File: src/rtl/bist_sig_compactor.sv
// MISR output-response compactor for the arbiter BIST path: folds grant_i into a
// Galois-form signature for TEST_LEN cycles, then compares it against GOLDEN.
module bist_sig_compactor #(
    parameter int                WIDTH    = 16,
    parameter logic [WIDTH-1:0]  POLY     = 16'h8005,
    parameter logic [WIDTH-1:0]  SEED     = 16'h0000,
    parameter int                TEST_LEN = 255,
    parameter logic [WIDTH-1:0]  GOLDEN   = 16'h0000
) (
    input  logic             clock,
    input  logic             reset,
    input  logic             start,
    input  logic [3:0]       grant_i,
    output logic             busy,
    output logic             bist_end,
    output logic             pass_fail,
    output logic [WIDTH-1:0] signature,
    output logic [15:0]      cycle_count
);

    typedef enum logic [1:0] {IDLE, RUN, COMPARE, DONE} state_t;

    localparam logic [15:0] LAST = 16'(TEST_LEN - 1);

    state_t           state_q;
    logic [WIDTH-1:0] sig_q;
    logic [WIDTH-1:0] sig_d;
    logic [15:0]      cnt_q;
    logic             busy_q;
    logic             end_q;
    logic             pass_q;

    // One MISR step: shift, fold the MSB back through POLY, inject the sample.
    always_comb begin
        sig_d = {sig_q[WIDTH-2:0], 1'b0}
              ^ (sig_q[WIDTH-1] ? POLY : '0)
              ^ {{(WIDTH-4){1'b0}}, grant_i};
    end

    always_ff @(posedge clock) begin
        if (!reset) begin
            state_q <= IDLE;
            sig_q   <= SEED;
            cnt_q   <= '0;
            busy_q  <= 1'b0;
            end_q   <= 1'b0;
            pass_q  <= 1'b0;
        end else begin
            case (state_q)
                IDLE: begin
                    if (start) begin
                        state_q <= RUN;
                        sig_q   <= SEED;
                        cnt_q   <= '0;
                        busy_q  <= 1'b1;
                    end
                end
                RUN: begin
                    sig_q <= sig_d;
                    cnt_q <= cnt_q + 16'd1;
                    if (cnt_q == LAST)
                        state_q <= COMPARE;
                end
                COMPARE: begin
                    pass_q  <= (sig_q == GOLDEN);
                    busy_q  <= 1'b0;
                    end_q   <= 1'b1;
                    state_q <= DONE;
                end
                DONE: begin
                    // Restart clears the previous verdict on the same edge.
                    if (start) begin
                        state_q <= RUN;
                        sig_q   <= SEED;
                        cnt_q   <= '0;
                        busy_q  <= 1'b1;
                        end_q   <= 1'b0;
                        pass_q  <= 1'b0;
                    end
                end
                default: state_q <= IDLE;
            endcase
        end
    end

    assign busy        = busy_q;
    assign bist_end    = end_q;
    assign pass_fail   = pass_q;
    assign signature   = sig_q;
    assign cycle_count = cnt_q;

endmodule

File: config.mk
export PLATFORM = sky130hd
export DESIGN_NAME = bist_sig_compactor
export DESIGN_NICKNAME = d
export VERILOG_FILES = /design/src/rtl/bist_sig_compactor.sv
export SDC_FILE = /design/constraint.sdc
export NUM_CORES = 1
export LEC_CHECK = 0
export ABC_CLOCK_PERIOD_IN_PS = 4460
export CORE_MARGIN = 3
export CORE_UTILIZATION = 35
export CTS_CLUSTER_SIZE = 8
export DETAILED_ROUTE_END_ITERATION = 8
export GPL_TIMING_DRIVEN = 0
export PLACE_DENSITY_LB_ADDON = 0.08
export SKIP_LAST_GASP = 1
export SLEW_MARGIN = 30
export SYNTH_ARGS = -nofsm -noshare
export SYNTH_HDL_FRONTEND = slang
export SYNTH_SLANG_ARGS = --single-unit
File: constraint.sdc
create_clock -name clock -period 4.46 [get_ports clock]
set_input_delay 0.669 -clock clock [delete_from_list [all_inputs] [get_ports clock]]
set_output_delay 0.669 -clock clock [all_outputs]
set_load 0.005 [all_outputs]
# Word-level counts from Yosys, hierarchy flattened
# Cells that the tools add are included.
# Widths: inputs -> output; s select.
# totals
input_bits	7
register_bits	37
wordCells	38
output_inout_bits	35
# op_classes
reduce_logical	10
bitwise	2
mux	12
n_eq_ne	7
n_addsub	1
# ops
operator	count
$pmux 16 s2	2
$mux 16	2
$add 16x1->16 const B	1
$eq 16x8->1 const B	1
$logic_not 16->1	1
$xor 16x16->16	1
$xor 16x4->16	1
$reduce_and 2->1	4
$pmux 1 s2	3
$pmux 2 s3	1
$reduce_bool 2->1	3
$eq 2x2->1 const B	2
$mux 2	2
$ne 2x2->1 const B	2
$eq 2x1->1 const B	1
$logic_not 2->1	1
$mux 1	2
$ne 2x1->1 const B	1
$reduce_or 2->1	1

# Depth between registers and ports, before layout
# depth
ltp_word	4
depth_mapped	7
depth_no_buf	6

# Worst setup path before layout
# Ideal clock, no wire load.
# synth_timing
kind	reg2reg
start	register state_q[0]
end	register cnt_q[3] (netlist: cycle_count[3])
required_time_ns	4.389
t_arrival_ns	1.815
stages_incl_launch_ff	7
slack_ns	2.575
path_cell_list	dfxtp_1 -> inv_1 -> ha_1 -> mux2i_1 -> clkbuf_1 -> o21ai_1 -> a21oi_1
# synth_via
elab_chain_cells	4
word_cells_on_any_way	8
classes_between	eq/ne (3); mux (1); reduce/logical (4)
# synth_lines
item	line	rtl
start: declaration	25	state_t state_q;
start signal: assignment	42	state_q <= IDLE;
start signal: assignment	52	state_q <= RUN;
start signal: assignment	62	state_q <= COMPARE;
$eq 2x2->1 or $logic_not 2->1 (tied branches)	49	case (state_q)
$reduce_or 2->1 (no line)	n/a	
$ne 2x1->1 (no line) or $reduce_bool 2->1 (tied branches)	n/a	
$reduce_and 2->1 (no line)	n/a	
end signal: assignment	60	cnt_q <= cnt_q + 16'd1;
end: declaration	28	logic [15:0] cnt_q;
# Several ways; a longest one is shown, not always the timed one.
# A chain may end at the register's enable or synchronous reset.

# Final worst setup path
# Same ends and word-level chain as after synthesis.

==> flow_summary.toml <==
[critical_path]
cp-start-kind = "flip-flop"
cp.required_ps = 4670
cp.buffers_inverters = 2
arrival_ps = 2640
critPathCaptureType = "flip-flop"
slowest_stage = "mux2i_1"
path_cells = "inv_1, ha_1, mux2i_1, clkbuf_1, o21ai_1, a21oi_1"
path_class = "flip-flop to flip-flop"
crit_path_max_incr_delay_ps = 750
worstPathMaxFanout = 10
critPathTopFamily = "multiplexers"

[power]
ir_drop_v = 0.000187
p_seq_share_pct = 43.1
internal_power_uw = 587
swShare_pct = 34.0
p_sw_uw = 302
pwr-share-comb_pct = 30.2
leakagePower_uw = 0.000782
p_per_area_nw_per_um2 = 390
clkPwrFrac_pct = 26.7

[cells_and_area]
area_delta_synth_final_pct = 33.2
final_common_cell = "clkdlybuf4s50_1"
stdcell_area_um2 = 2280
nNetsFinal = 256
drive_above_1_share_pct = 4.13
fin_cells = 307
seqCellArea_um2 = 741
n_antenna_cell = 0
fillers = 450
layout_common_cells = "clkdlybuf4s50_1, dfxtp_1, nor2_1"
multi_input_area_um2 = 905

[place]
hpwlAfterDp_um = 3010
place_area_um2 = 2190
place_ws_ps = 1760
numPlacedInstances = 300
finalWeightedCongestion = 0.777
io_buffers = 40

[yosys]
synth-simple-area-share_pct = 22.8
syn_area_per_cell_um2 = 8.78
synth_edf_count = 0
syn_area_um2 = 1710
synth-seq-cells = 37
ys_types = 36
syn-num-nets = 209
dominantRegCellSynth = "dfxtp_1"
yosys_warnings = 0
synth_area_leaders = "dfxtp_1, a22oi_1, nor2_1"
synthAdderAreaFrac_pct = 5.11
synth-compound-area-share_pct = 18.6
yosysTopAreaCell = "dfxtp_1"
syn_inst = 195
synth-xor-area-share_pct = 4.60
async_flop_share_pct = 0
yosys.area.top_type_share_pct = 43.2
synth_top_family_by_area = "simple AND/OR/NAND/NOR gates"
synthMuxAreaShare_pct = 1.75
yosysSeqAreaShare_pct = 43.2

[floorplanning]
io_pins = 42
die_w_um = 76.0
initial_utilization_pct = 37.8
core-area_um2 = 4530
die-area_um2 = 5770
die_y_um = 76.0
rows = 24

[route]
via_per_inst = 5.05
drtPass1Iterations = 5
routedWlPerCell_um = 14.0
wl_um = 4290
drtAntennaViolNets = 0
dr.first_iter.drc_count = 80
drc_errors = 0
num_vias = 1549

[sta]
drv_slew = 0
skew_ps = 3.59
fin_tns_setup_ps = 0
worst_pin_slew_ps = 847
setup_violations = 0
final_hold_viol_count = 0
fin_crit_ps = 2430
fin_ws_ps = 2030
relSlewSlack_pct = 41.9
max_freq_ghz = 0.411
grt_setup_unrepaired = "no"
period_share_pct = 54.5

[clock_network]
cts_sinks = 37
cts_setup_buffers = 0
cts_hold_buf = 0
h-tree-depth = 2
cts_made_buffers = 5
clk_pin_slew_worst_paths_ps = 70
clock_path_buffers = 2
root_buffer = "clkbuf_8"
cts_tree = "yes"
worstSkewPairLatency_ps = 280
cts_resized = 0

[global_routing]
first_global_vias = 1513
antenna_found_initial = 0
grt_start_max_net_pins = 11
grt_use_total_pct = 15.8
globalRouteOverflowTotal = 0
grt_pass1_wl_um = 7430

[status]
status = "completed"

[worst_hold_path]
hold_path.class = "flip-flop to flip-flop"

[flow_run]
drv_cap = 0
==> metrics by stage <==
step	utilization (%)	hold WS, ps	total power [uW]
4_1_cts	50.3	462	903
3_5_place_dp	48.4	452	662
3_3_place_gp	48.4	446	663
2_1_floorplan	-	453	558
5_1_grt	50.3	473	944
6_report	50.3	467	889
==> worst register-to-register path: stages (launching register included) <==
cell and delay [ps]:
dfxtp_1 410, inv_1 70, ha_1 410, mux2i_1 750
clkbuf_1 450, o21ai_1 140, a21oi_1 140
==> per-layer routing <==
layer	up-vias	GRT usage [%]	routed length, um
met1	712	20.2	1970
met4	0	5.98	59
met5	-	0	0
met2	40	24.9	2030
met3	6	4.98	228
li1	791	-	-
==> power groups by stage <==
stage	clock network [uW]	logic, uW	registers [uW]
5_1_grt	257	299	388
6_report	238	268	383
4_1_cts	247	272	383
3_3_place_gp	0	272	391
3_5_place_dp	0	272	390
2_1_floorplan	0	170	388
==> final timing paths <==
kind                            slack [ps]                     from                          end  cells after the start
worst max register to register        2030  state_q[0]$_SDFFE_PN0P_  cycle_count[3]$_SDFFE_PN0P_                      6
worst max-delay path                  2030  state_q[0]$_SDFFE_PN0P_  cycle_count[3]$_SDFFE_PN0P_                      6
worst min-delay path                   470    bist_end$_SDFFE_PN0P_        bist_end$_SDFFE_PN0P_                      2
worst min register to register         470    bist_end$_SDFFE_PN0P_        bist_end$_SDFFE_PN0P_                      2
==> registers in the layout, summed over array words and instances, names as in the netlist <==
signal,count
cycle_count,16
signature,16
state_q,2
bist_end,1
busy,1
pass_fail,1
==> synthesized netlist by cell type (2+ instances only) <==
cell type	instances
nand4_1	6
xnor2_1	6
a21oi_1	13
inv_1	9
o21ai_1	3
o21a_1	2
nor2_1	28
nor2b_1	2
or3_1	2
clkbuf_1	8
xor2_1	3
mux2i_1	3
ha_1	7
nand2_1	10
o21ai_0	2
nand3_1	7
nand2b_1	4
nor4_1	6
nand3b_1	2
dfxtp_1	37
a22oi_1	16
nor3_1	5
==> logic make-up after synthesis <==
| family | after synthesis |
|---|---|
| compound gates | 44 |
| xor+xnor | 9 |
| fa+ha+maj | 7 |
| buf+inv | 18 |
| flops | 37 |
| mux | 3 |
| simple gates | 77 |
==> cell type report <==
cell class | instances | share of cell area [%]
multi-input combinational | 140 | 39.7
buffer | 8 | 1.32
clock buffer | 7 | 3.78
sequential | 37 | 32.5
inverter | 10 | 1.65
tap | 65 | 3.57
timing repair buffer | 40 | 17.6
Note: power is estimated with default switching activity, not from simulation.
